==> config.mk <==
export PLATFORM = sky130hd
export DESIGN_NAME = cordic_lut_loader_flat
export DESIGN_NICKNAME = d
export VERILOG_FILES = /design/src/rtl/cordic_lut_loader_if.sv /design/src/rtl/cordic_lut_loader.sv /design/src/flat_wrapper.sv
export SDC_FILE = /design/constraint.sdc
export NUM_CORES = 1
export LEC_CHECK = 0
export BUFFER_PORTS_ARGS = -buffer_cell sky130_fd_sc_hd__buf_4
export CAP_MARGIN = 10
export CORE_ASPECT_RATIO = 1.5
export CORE_MARGIN = 4
export CORE_UTILIZATION = 40
export DETAILED_ROUTE_END_ITERATION = 10
export PLACE_DENSITY = 0.85
export SLEW_MARGIN = 20
export SYNTH_ARGS = -nofsm -noshare
export SYNTH_HDL_FRONTEND = slang
export SYNTH_SLANG_ARGS = --single-unit
export TNS_END_PERCENT = 50
==> constraint.sdc <==
create_clock -name clk -period 2.5 [get_ports clk]
set_input_delay 0.125 -clock clk [delete_from_list [all_inputs] [get_ports clk]]
set_output_delay 0.125 -clock clk [all_outputs]
set_load 0.02 [all_outputs]
==> src/rtl/cordic_lut_loader_if.sv <==
// Table-write and sample-strobe bus between the LUT loader (master) and the
// hyperbolic CORDIC core (slave).
interface cordic_lut_loader_if;
  logic        core_rst;
  logic        wen;
  logic [5:0]  index_wri;
  logic [47:0] D;
  logic        wen_out;

  modport master (output core_rst, wen, index_wri, D, input wen_out);
  modport slave  (input core_rst, wen, index_wri, D, output wen_out);
endinterface

==> src/rtl/cordic_lut_loader.sv <==
// CORDIC LUT loader: reset core, stream 64x48 ROM words into its LUT, count samples.
// Optional feature macro: LUT_CHECKSUM_EN (48-bit wrapping table sum vs lut_sum_exp).
module cordic_lut_loader #(
  parameter int unsigned N_SAMPLES       = 4096,
  parameter int unsigned CORE_RST_CYCLES = 4
) (
  input  logic                       clk,
  input  logic                       reset,
  input  logic                       start,
  output logic [5:0]                 rom_addr,
  input  logic [47:0]                rom_data,
  cordic_lut_loader_if.master        core,
  output logic                       busy,
  output logic                       done,
`ifdef LUT_CHECKSUM_EN
  input  logic [47:0]                lut_sum_exp,
  output logic                       lut_err,
`endif
  output logic [15:0]                sample_cnt
);

  typedef enum logic [2:0] {IDLE, RST, LOAD, RUN, DONE} state_t;

  state_t     state, state_nxt;
  logic [7:0] rst_cnt;
  logic [5:0] idx;
  logic       rst_last;
  logic       cnt_hit;

  assign rst_last = (rst_cnt == 8'(CORE_RST_CYCLES - 1));
  assign cnt_hit  = (({1'b0, sample_cnt} + 17'd1) == 17'(N_SAMPLES));

  always_ff @(posedge clk) begin
    if (!reset) state <= IDLE;
    else        state <= state_nxt;
  end

  // ROM address is combinational: 0 outside LOAD doubles as the prefetch of word 0.
  always_comb begin
    state_nxt      = state;
    core.core_rst  = 1'b1;
    core.wen       = 1'b1;
    core.index_wri = 6'd0;
    core.D         = rom_data;
    rom_addr       = 6'd0;
    busy           = 1'b0;
    done           = 1'b0;
    case (state)
      IDLE: if (start) state_nxt = RST;
      RST: begin
        busy = 1'b1;
        if (rst_last) state_nxt = LOAD;
      end
      LOAD: begin
        busy           = 1'b1;
        core.wen       = 1'b0;
        core.index_wri = idx;
        rom_addr       = idx + 6'd1;
        if (idx == 6'd63) state_nxt = RUN;
      end
      RUN: begin
        busy          = 1'b1;
        core.core_rst = 1'b0;
        if (core.wen_out && cnt_hit) state_nxt = DONE;
      end
      DONE: begin
        done = 1'b1;
        if (start) state_nxt = RST;
      end
      default: state_nxt = IDLE;
    endcase
  end

  always_ff @(posedge clk) begin
    if (!reset) begin
      rst_cnt    <= 8'd0;
      idx        <= 6'd0;
      sample_cnt <= 16'd0;
    end else begin
      case (state)
        IDLE, DONE: if (start) begin
          rst_cnt    <= 8'd0;
          idx        <= 6'd0;
          sample_cnt <= 16'd0;
        end
        RST: begin
          rst_cnt <= rst_cnt + 8'd1;
          idx     <= 6'd0;
        end
        LOAD: idx <= idx + 6'd1;
        RUN:  if (core.wen_out) sample_cnt <= sample_cnt + 16'd1;
        default: ;
      endcase
    end
  end

`ifdef LUT_CHECKSUM_EN
  logic [47:0] sum;

  // Error flag latches on the last LOAD word and stays until reset or restart.
  always_ff @(posedge clk) begin
    if (!reset) begin
      sum     <= 48'd0;
      lut_err <= 1'b0;
    end else begin
      case (state)
        IDLE, DONE: if (start) begin
          sum     <= 48'd0;
          lut_err <= 1'b0;
        end
        LOAD: begin
          sum <= sum + rom_data;
          if (idx == 6'd63 && (sum + rom_data) != lut_sum_exp) lut_err <= 1'b1;
        end
        default: ;
      endcase
    end
  end
`endif

endmodule

==> src/flat_wrapper.sv <==
// flat-port wrapper written by rule: the top's interface ports become plain ports
module cordic_lut_loader_flat 
#(
  parameter int unsigned N_SAMPLES       = 4096,
  parameter int unsigned CORE_RST_CYCLES = 4
)
  (clk, reset, start, rom_addr, rom_data, busy, done, sample_cnt, core_core_rst, core_wen, core_index_wri, core_D, core_wen_out);
  cordic_lut_loader_if core_i ();
  input  logic clk;
  input  logic reset;
  input  logic start;
  output logic [5:0] rom_addr;
  input  logic [47:0] rom_data;
  output logic busy;
  output logic done;
  output logic [15:0] sample_cnt;
  output wire logic [$bits(core_i.core_rst)-1:0] core_core_rst;
  output wire logic [$bits(core_i.wen)-1:0] core_wen;
  output wire logic [$bits(core_i.index_wri)-1:0] core_index_wri;
  output wire logic [$bits(core_i.D)-1:0] core_D;
  input wire logic [$bits(core_i.wen_out)-1:0] core_wen_out;
  assign core_core_rst = core_i.core_rst;
  assign core_wen = core_i.wen;
  assign core_index_wri = core_i.index_wri;
  assign core_D = core_i.D;
  assign core_i.wen_out = core_wen_out;
  cordic_lut_loader #(.N_SAMPLES(N_SAMPLES), .CORE_RST_CYCLES(CORE_RST_CYCLES)) u_core (.clk(clk), .reset(reset), .start(start), .rom_addr(rom_addr), .rom_data(rom_data), .core(core_i), .busy(busy), .done(done), .sample_cnt(sample_cnt));
endmodule
======== Yosys cells after proc, flatten, opt, wreduce, memory -nomap -nowiden ========
Index checks and enable logic that the tools add are counted.
cells by class
  $add $sub $neg .......................... 4
  multiplexer cells ....................... 18
  eq/ne operators ......................... 12
  multiply operators ...................... 0
  reduce and logical (&&, ||, !) cells .... 11
  divide/modulo/power cells ............... 0
  shift operators ......................... 0
  $lt $le $gt $ge ......................... 0
  bitwise logic cells ..................... 0
operators with widths
  operator                                               count
  2-to-1 mux 16 bit                                      2
  case mux 16 bit (2 select lines)                       1
  2-to-1 mux 6 bit                                       3
  case mux 6 bit (3 select lines)                        1
  adder 16 x 1 -> 17 bit, second input constant          1
  == test 17 x 13 -> 1 bit, second input constant        1
  adder 16 x 1 -> 16 bit, second input constant          1
  case mux 8 bit (2 select lines)                        1
  2-to-1 mux 3 bit                                       4
  case mux 3 bit (4 select lines)                        1
  adder 8 x 1 -> 8 bit, second input constant            1
  == test 8 x 2 -> 1 bit, second input constant          1
  2-to-1 mux 8 bit                                       1
  inequality test 2 x 1 -> 1 bit, second input constant  4
  adder 6 x 1 -> 6 bit, second input constant            1
  == test 3 x 2 -> 1 bit, second input constant          2
  == test 6 bit, second input constant                   1
  2-to-1 mux 1 bit                                       4
  AND reduction 2 bit                                    2
  AND reduction 4 bit                                    1
  nonzero test 2 bit                                     2
  == test 3 x 1 -> 1 bit, second input constant          1
  == test 3 bit, second input constant                   1
  zero test 3 bit                                        1
  6 further kinds                                        6
word-level totals
  register bits ........................... 33
  memory bits (read-only) ................. 0
  input bits .............................. 52
  RAM bits ................................ 0
  word-level logic and storage cells ...... 49
  memories kept ........................... 0
  bits in latches ......................... 0

======== Depth between registers and ports, before layout ========
Gate-level depths: netlist of run 1.
  depth in word-level cells ............... 5
  depth in mapped cells ................... 8

======== Least setup slack after synthesis of run 1 ========
OpenSTA, ideal clock, no wires.
  path type ............................... register -> register
  start ................................... register u_core.sample_cnt[0]
  end ..................................... register u_core.state[1]
  cell stages (with the launch flop) ...... 8
  data required time ...................... 2.370 ns
  path slack .............................. 0.389 ns
  clock period less this slack ............ 2.111 ns
  library setup time ...................... 0.130 ns
  arrival ................................. 1.980 ns
  cells stage by stage .................... dfxtp_1 ha_1 and4b_1 o21ai_0 a2111oi_4 nand4_2 nor4b_4 a31oi_1
between the ends
  cells in the longest elaborated chain, start to end .. 5
RTL lines
  element                                   RTL line                 text
  start: declaration                        cordic_lut_loader.sv:19  output logic [15:0] sample_cnt
  start signal: assignment                  cordic_lut_loader.sv:91  RUN: if (core.wen_out) sample_cnt <= sample_cnt + 16'd1;
  adder 16 x 1 -> 17 bit                    cordic_lut_loader.sv:31  assign cnt_hit = (({1'b0, sample_cnt} + 17'd1) == 17'(N_SAMPLES));
  == test 17 x 13 -> 1 bit                  cordic_lut_loader.sv:31
  logical AND 1 bit                         cordic_lut_loader.sv:64  if (core.wen_out && cnt_hit) state_nxt = DONE;
  inequality test 2 x 1 -> 1 bit (no line)  -
  AND reduction 4 bit (no line)             -
  end signal: assignment                    cordic_lut_loader.sv:35  else state <= state_nxt;
  end: declaration                          cordic_lut_loader.sv:24  state_t state, state_nxt;
No other way between the ends.
A chain may end at the register's enable or synchronous reset.

======== Worst setup path in the final report of run 1 ========
  start ................................... register u_core.state[1]
  end ..................................... output port rom_addr[5]
between the ends
  cells in the longest elaborated chain, start to end .. 2
RTL lines
  element                 RTL line                 text
  == test 3 x 2 -> 1 bit  cordic_lut_loader.sv:48  case (state)
  2-to-1 mux 6 bit        cordic_lut_loader.sv:48
  end: declaration        flat_wrapper.sv:12       output logic [5:0] rom_addr;
No other way between the ends.

==> run_summary.xml, run 1 <==
<?xml version="1.0" encoding="UTF-8"?>
<metrics>
  <group name="outcome">
    <metric name="run_status" unit="">complete, no violations</metric>
  </group>
  <group name="synth">
    <metric name="synthesis.area_per_instance" unit="um^2">7.596</metric>
    <metric name="synth_cell_types" unit="">51</metric>
    <metric name="synth_nets" unit="">366</metric>
    <metric name="async_flop_share" unit="%">0</metric>
    <metric name="synth.yosys.seq_area_share" unit="%">27.97</metric>
    <metric name="count_of_flip_flops_with_a_built_in_enable_after_synthesis" unit="">0</metric>
    <metric name="synth_ff_type" unit="">dfxtp_1</metric>
    <metric name="yosysWarningCount" unit="">0</metric>
    <metric name="synth.cell_area" unit="mm^2">0.002362</metric>
    <metric name="postSynthRegisterBits" unit="">33</metric>
    <metric name="netlist_instances" unit="">311</metric>
  </group>
  <group name="drt">
    <metric name="route.detailed.vias_per_inst" unit="">5.768</metric>
    <metric name="drtAntennaViolNets" unit="">0</metric>
    <metric name="detail_route.iter0.violations" unit="">128</metric>
    <metric name="post-route-drc-count" unit="">0</metric>
    <metric name="avgRoutedWirePerCell" unit="um">15.09</metric>
    <metric name="routed_wl" unit="mm">5.522</metric>
    <metric name="drt_pre_antenna_iters" unit="">4</metric>
    <metric name="vias" unit="">2111</metric>
  </group>
  <group name="pwr">
    <metric name="share_clk_of_total_power" unit="%">40.6</metric>
    <metric name="cell_internal_pwr" unit="uW">925.6</metric>
    <metric name="design_power_total" unit="uW">1283</metric>
    <metric name="static-leakage-power" unit="uW">0.0009392</metric>
    <metric name="comb_power_share" unit="%">15.9</metric>
    <metric name="ir_drop" unit="uV">342.4</metric>
    <metric name="switching_share" unit="%">27.84</metric>
    <metric name="switchingPower" unit="uW">357.2</metric>
    <metric name="power.sequential.fraction" unit="%">43.5</metric>
    <metric name="pwr_density_cell" unit="mW/mm^2">529.3</metric>
  </group>
  <group name="floorplan">
    <metric name="core_region_area" unit="mm^2">0.005786</metric>
    <metric name="initial_core_util" unit="%">40.83</metric>
    <metric name="rows" unit="">34</metric>
    <metric name="boundaryPins" unit="">132</metric>
    <metric name="fp.dieW" unit="um">70.75</metric>
    <metric name="die_y" unit="um">102.1</metric>
    <metric name="dieArea" unit="mm^2">0.007224</metric>
  </group>
  <group name="placement">
    <metric name="port_buffers" unit="">35</metric>
    <metric name="placement.cell_area" unit="mm^2">0.002307</metric>
    <metric name="dp_hpwl" unit="mm">3.978</metric>
    <metric name="gp_congestion" unit="">0.8897</metric>
  </group>
  <group name="timing">
    <metric name="timing.fmax" unit="GHz">0.4552</metric>
    <metric name="worst-slew-pin-transition" unit="ns">0.5306</metric>
    <metric name="setup_viol" unit="">0</metric>
    <metric name="layout_min_cycle_time" unit="ns">2.197</metric>
    <metric name="grt_setup_unrepaired" unit="">false</metric>
    <metric name="slew_viol_final" unit="">0</metric>
    <metric name="final-hold-violation-count" unit="">0</metric>
    <metric name="timing.setup.tns" unit="ns">0</metric>
    <metric name="fin_skew" unit="ns">0.005124</metric>
    <metric name="period_share" unit="%">87.87</metric>
    <metric name="slew_headroom" unit="%">64.35</metric>
  </group>
  <group name="clock_tree">
    <metric name="htreeDepth" unit="">2</metric>
    <metric name="cts_resized" unit="">0</metric>
    <metric name="max-clock-path-buffers" unit="">2</metric>
    <metric name="cts.root.buffer_cell" unit="">clkbuf_8</metric>
    <metric name="clk-insertion-delay-late" unit="ns">0.29</metric>
    <metric name="clock-sinks" unit="">33</metric>
    <metric name="postCtsSetupBuffers" unit="">0</metric>
    <metric name="inserted_clock_buffers" unit="">5</metric>
    <metric name="cts.hold.buffers_added" unit="">0</metric>
    <metric name="path_clk_slew" unit="ns">0.07</metric>
    <metric name="cts_tree" unit="">done</metric>
  </group>
  <group name="job">
    <metric name="cap_viol_max_count" unit="">0</metric>
  </group>
  <group name="global_routing">
    <metric name="grt_first_pass_wirelength" unit="mm">9.335</metric>
    <metric name="grt_remaining_overflow" unit="">0</metric>
    <metric name="gr-usage-met3" unit="%">4.232</metric>
    <metric name="antenna_found_initial" unit="">0</metric>
    <metric name="grt_max_degree" unit="">29</metric>
    <metric name="vias_in_the_first_global_route" unit="">2057</metric>
    <metric name="groute.layer.met1.usage" unit="%">17.28</metric>
    <metric name="grt_busiest_layer" unit="">met2</metric>
    <metric name="grt_usage" unit="%">15.78</metric>
    <metric name="met2_resource_use_gr" unit="%">26.73</metric>
  </group>
  <group name="final_layout">
    <metric name="layout-drive-gt1-share" unit="%">19.05</metric>
    <metric name="number_of_nets_in_the_layout" unit="">348</metric>
    <metric name="area.growth.synth_to_final" unit="%">2.595</metric>
    <metric name="fin_area" unit="mm^2">0.002424</metric>
    <metric name="final_cell_mix" unit="">37 x nor2_1, 37 x buf_4, 33 x dfxtp_1</metric>
    <metric name="n_antenna_cell" unit="">0</metric>
  </group>
  <group name="setup_path">
    <metric name="worst_ep_required_time" unit="ns">2.38</metric>
    <metric name="worstSetupStartpointType" unit="">flip-flop</metric>
    <metric name="worst_setup_path_end_kind" unit="">output pin</metric>
    <metric name="worstPathMaxFanout" unit="">13</metric>
    <metric name="worst_path_largest_cell_delay" unit="ns">0.45</metric>
    <metric name="crit_type" unit="">flip-flop to output pin</metric>
    <metric name="timing.critical_path.cells" unit="">nor2b_1 -&gt; and2b_1 -&gt; inv_2 -&gt; a21oi_1 -&gt; buf_4</metric>
    <metric name="cp.arrival" unit="ns">2.07</metric>
    <metric name="critical_path.slowest_cell" unit="">and2b_1</metric>
  </group>
  <group name="min_path">
    <metric name="min-delay-path-class" unit="">input port to flip-flop</metric>
  </group>
</metrics>
## cells by family (layout without fill, tap and decap cells)
| logic type | after synthesis | after routing | synth area share [%] |
|---|---|---|---|
| flops | 33 | 33 | 27.97 |
| buf+inv | 65 | 48 | 18.38 |
| compound gates | 70 | 70 | 18.96 |
| fa+ha+maj | 3 | 3 | 1.589 |
| xor+xnor | 7 | 7 | 2.595 |
| simple gates | 132 | 132 | 30.08 |
| mux | 1 | 1 | 0.4237 |
## cells in the mapped netlist (2+ instances only)
library cell | number | area, um^2
buf_4 | 49 | 367.9
nor2_1 | 37 | 138.9
dfxtp_1 | 33 | 660.6
a21oi_1 | 24 | 120.1
nand2_1 | 23 | 86.33
nand3_1 | 17 | 85.08
o21ai_0 | 16 | 80.08
and2_1 | 10 | 62.56
and3_1 | 8 | 50.05
clkbuf_1 | 8 | 30.03
nand4_1 | 6 | 37.54
nor3_1 | 6 | 30.03
a31oi_1 | 5 | 31.28
buf_2 | 5 | 25.02
a22oi_1 | 4 | 30.03
or3_1 | 4 | 25.02
xnor2_1 | 4 | 35.03
a311oi_1 | 3 | 26.28
ha_1 | 3 | 37.54
inv_2 | 3 | 11.26
nand3b_1 | 3 | 22.52
xor2_1 | 3 | 26.28
a2bb2oi_1 | 2 | 17.52
a41oi_1 | 2 | 17.52
nand3_2 | 2 | 20.02
nor2b_1 | 2 | 12.51
nor3b_1 | 2 | 15.01
o211a_1 | 2 | 20.02
o211ai_1 | 2 | 15.01
o21ai_1 | 2 | 10.01
## critical path, delay by kind of cell, from the launching register on
kind | cells | cell delay [ns]
buffers and inverters | 2 | 0.37
AO/OA/AOI/OAI | 1 | 0.21
flip-flops | 1 | 0.43
AND/OR/NAND/NOR | 2 | 0.78
## power by group through the flow
stage | logic, uW | registers [uW] | clock network, uW
5_1_grt | 228 | 559 | 559
2_1_floorplan | 265 | 559 | 0
4_1_cts | 204 | 557 | 537
3_5_place_dp | 203 | 569 | 0
6_report | 204 | 558 | 521
3_3_place_gp | 198 | 567 | 0
## worst paths after layout
| check | slack [ns] | end | start | cells past startpoint |
|---|---|---|---|---|
| setup reg to reg | 0.31 | u_core.state[1] | u_core.sample_cnt[0] | 7 |
| setup / recovery | 0.30 | rom_addr[5] | u_core.state[1] | 5 |
| hold / removal | 0.11 | u_core.state[0] | reset | 3 |
| hold reg to reg | 0.52 | u_core.rst_cnt[0] | u_core.rst_cnt[0] | 1 |
## routing by layer
layer	up-vias	part of all wire, %
met5	-	0
met4	0	3.8
met3	35	7.1
met2	59	50
met1	996	39
li1	1021	-
## registers in the layout, indices dropped and copies added, names as in the netlist
name               count
u_core.state           3
u_core.idx             6
u_core.sample_cnt     16
u_core.rst_cnt         8
## per-stage QoR
step	hold slack, ns	setup WS [ns]	utilization, %	std cells
2_1_floorplan	0.2411	0.3895	-	311
3_3_place_gp	0.2501	0.4419	39.88	358
3_5_place_dp	0.2501	0.3198	39.88	358
4_1_cts	0.1050	0.2672	41.89	366
5_1_grt	0.1118	0.07898	41.89	366
6_report	0.1143	0.3034	41.89	366
## cell type report
class	instances	area [um^2]
timing repair buffer	37	277.8
tap	72	90.09
sequential	33	660.6
clock inverter	1	30.03
clock buffer	7	86.33
inverter	3	11.26
multi-input combinational	213	1267
fill	614	3362
Note: power is estimated with default switching activity, not from simulation.
==> run 2, diff against run 1 <==
Settings changed: CORE_UTILIZATION 40 to 25, PLACE_DENSITY 0.85 to 0.62.
==> run 2 against run 1 <==
Setup slack got worse by 0.027 ns; critical path type unchanged; total power up 22%; global-route usage decreased by 5.2 points; design area increased by 5.7%; largest power group is now the clock network; highest routed layer unchanged.
==> run_summary.xml, run 2 (same netlist as run 1, synthesis figures left out) <==
<?xml version="1.0" encoding="UTF-8"?>
<metrics>
  <group name="drt">
    <metric name="post-route-drc-count" unit="">0</metric>
    <metric name="vias" unit="">2085</metric>
    <metric name="routed_wl" unit="mm">5.891</metric>
    <metric name="drt_pre_antenna_iters" unit="">4</metric>
    <metric name="drtAntennaViolNets" unit="">0</metric>
    <metric name="avgRoutedWirePerCell" unit="um">14.44</metric>
    <metric name="route.detailed.vias_per_inst" unit="">5.110</metric>
    <metric name="detail_route.iter0.violations" unit="">89</metric>
  </group>
  <group name="pwr">
    <metric name="static-leakage-power" unit="uW">0.0009845</metric>
    <metric name="cell_internal_pwr" unit="uW">1174</metric>
    <metric name="comb_power_share" unit="%">13.4</metric>
    <metric name="power.sequential.fraction" unit="%">35.7</metric>
    <metric name="switching_share" unit="%">24.92</metric>
    <metric name="pwr_density_cell" unit="mW/mm^2">610.1</metric>
    <metric name="share_clk_of_total_power" unit="%">50.9</metric>
    <metric name="ir_drop" unit="uV">261.6</metric>
    <metric name="switchingPower" unit="uW">389.6</metric>
  </group>
  <group name="global_routing">
    <metric name="vias_in_the_first_global_route" unit="">1979</metric>
    <metric name="grt_first_pass_wirelength" unit="mm">9.577</metric>
    <metric name="grt_remaining_overflow" unit="">0</metric>
    <metric name="grt_usage" unit="%">10.57</metric>
    <metric name="antenna_found_initial" unit="">0</metric>
    <metric name="grt_max_degree" unit="">29</metric>
  </group>
  <group name="final_layout">
    <metric name="register_with_the_highest_flop_count" unit="">u_core.sample_cnt</metric>
    <metric name="final_cell_mix" unit="">39 x buf_4, 37 x nor2_1, 33 x dfxtp_1</metric>
    <metric name="mostFrequentLayoutCell" unit="">buf_4</metric>
    <metric name="reg_top3" unit="">u_core.sample_cnt x16, u_core.rst_cnt x8, u_core.idx x6</metric>
    <metric name="layout-drive-gt1-share" unit="%">19.93</metric>
    <metric name="fin_util" unit="%">27.69</metric>
    <metric name="n_antenna_cell" unit="">0</metric>
    <metric name="largest_register_ff_count" unit="">16</metric>
    <metric name="number_of_nets_in_the_layout" unit="">350</metric>
    <metric name="area.growth.synth_to_final" unit="%">8.475</metric>
    <metric name="instances_no_fill" unit="">408</metric>
  </group>
  <group name="timing">
    <metric name="final-hold-violation-count" unit="">0</metric>
    <metric name="fin_skew" unit="ns">0.003013</metric>
    <metric name="slew_headroom" unit="%">62.35</metric>
    <metric name="timing.setup.tns" unit="ns">0</metric>
    <metric name="grt_setup_unrepaired" unit="">false</metric>
    <metric name="timing.fmax" unit="GHz">0.4498</metric>
    <metric name="hold-worst-slack" unit="ns">0.1215</metric>
    <metric name="period_share" unit="%">88.94</metric>
    <metric name="worst-slew-pin-transition" unit="ns">0.5647</metric>
    <metric name="slew_viol_final" unit="">0</metric>
    <metric name="layout_min_cycle_time" unit="ns">2.223</metric>
    <metric name="setup_viol" unit="">0</metric>
  </group>
  <group name="floorplan">
    <metric name="fp.dieW" unit="um">87.37</metric>
    <metric name="die_y" unit="um">127.1</metric>
    <metric name="dieArea" unit="mm^2">0.01110</metric>
    <metric name="core_region_area" unit="mm^2">0.009254</metric>
    <metric name="rows" unit="">43</metric>
    <metric name="initial_core_util" unit="%">25.53</metric>
    <metric name="boundaryPins" unit="">132</metric>
  </group>
  <group name="clock_tree">
    <metric name="cts_resized" unit="">0</metric>
    <metric name="htreeDepth" unit="">2</metric>
    <metric name="cts.root.buffer_cell" unit="">clkbuf_16</metric>
    <metric name="cts.hold.buffers_added" unit="">0</metric>
    <metric name="clock-sinks" unit="">33</metric>
    <metric name="path_clk_slew" unit="ns">0.06</metric>
    <metric name="clk-insertion-delay-late" unit="ns">0.27</metric>
    <metric name="inserted_clock_buffers" unit="">5</metric>
    <metric name="max-clock-path-buffers" unit="">2</metric>
    <metric name="cts_tree" unit="">done</metric>
    <metric name="postCtsSetupBuffers" unit="">0</metric>
  </group>
  <group name="setup_path">
    <metric name="worstSetupStartpointType" unit="">flip-flop</metric>
    <metric name="worstRegToRegCells" unit="">7</metric>
    <metric name="worst_ep_required_time" unit="ns">2.38</metric>
    <metric name="worstPathMaxFanout" unit="">13</metric>
    <metric name="regToRegEndpoint" unit="">u_core.state[1]</metric>
    <metric name="worst_setup_path_end_kind" unit="">output pin</metric>
    <metric name="worst_r2r_startpoint" unit="">u_core.sample_cnt[0]</metric>
    <metric name="cp.arrival" unit="ns">2.10</metric>
    <metric name="crit_type" unit="">flip-flop to output pin</metric>
    <metric name="worst-r2r-setup-slack" unit="ns">0.30</metric>
  </group>
  <group name="placement">
    <metric name="port_buffers" unit="">35</metric>
    <metric name="gp_congestion" unit="">0.7557</metric>
    <metric name="numPlacedInstances" unit="">400</metric>
    <metric name="dp_hpwl" unit="mm">4.344</metric>
  </group>
  <group name="outcome">
    <metric name="run_status" unit="">complete, no violations</metric>
  </group>
  <group name="min_path">
    <metric name="hold_path.startpoint" unit="">reset</metric>
    <metric name="min_delay_worst_endpoint" unit="">u_core.state[0]</metric>
    <metric name="min-delay-path-class" unit="">input port to flip-flop</metric>
    <metric name="holdPathStages" unit="">3</metric>
  </group>
  <group name="job">
    <metric name="cap_viol_max_count" unit="">0</metric>
  </group>
</metrics>
==> run 2: routing by layer <==
metal	share of wire [%]	GRT usage, %	routed length (um)
met1	41	11.81	2443
met2	48	17.72	2843
met3	7.9	3.548	464
met4	2.4	5.059	139
met5	0	0	0
==> run 2: power groups by stage <==
stage	clock, uW	combinational (uW)	sequential, uW
2_1_floorplan	0	265	559
4_1_cts	816	214	557
5_1_grt	836	234	560
3_3_place_gp	0	210	568
6_report	796	210	558
3_5_place_dp	0	213	569
==> run 2: critical path: stages, from the launching register on <==
cell and delay, ns:
dfxtp_1 0.41, nor2b_1 0.36, and2b_1 0.48, inv_2 0.21, a21oi_1 0.20, buf_4 0.17
==> run 2: worst max path at each step <==
stage	depth (start not counted)	end	slack [ns]	from
final	5	rom_addr[5]	0.28	u_core.state[1]
after global routing	5	rom_addr[5]	0.07	u_core.state[1]
after CTS	5	rom_addr[5]	0.26	u_core.state[1]
after detailed placement	7	u_core.state[1]	0.31	u_core.sample_cnt[0]
after global placement	7	u_core.state[1]	0.42	u_core.idx[0]
after floorplan	7	u_core.state[1]	0.39	u_core.sample_cnt[0]
==> run 2: final cells by class <==
class	count	area, um^2
clock buffers	5	125.1
clock inverters	3	65.06
fillers	1035	6691
inverters	3	11.26
multi-input cells	213	1267
flip-flops and latches	33	660.6
well taps	112	140.1
repair buffers	39	292.8
==> run 2: metrics by stage <==
| step | area (um^2) | total power, uW | worst slack, ns |
|---|---|---|---|
| 4_1_cts | 2562 | 1586 | 0.2553 |
| 3_5_place_dp | 2372 | 781.8 | 0.3107 |
| 6_report | 2562 | 1563 | 0.2766 |
| 2_1_floorplan | 2362 | 824.0 | 0.3895 |
| 3_3_place_gp | 2372 | 778.1 | 0.4247 |
| 5_1_grt | 2562 | 1630 | 0.07206 |
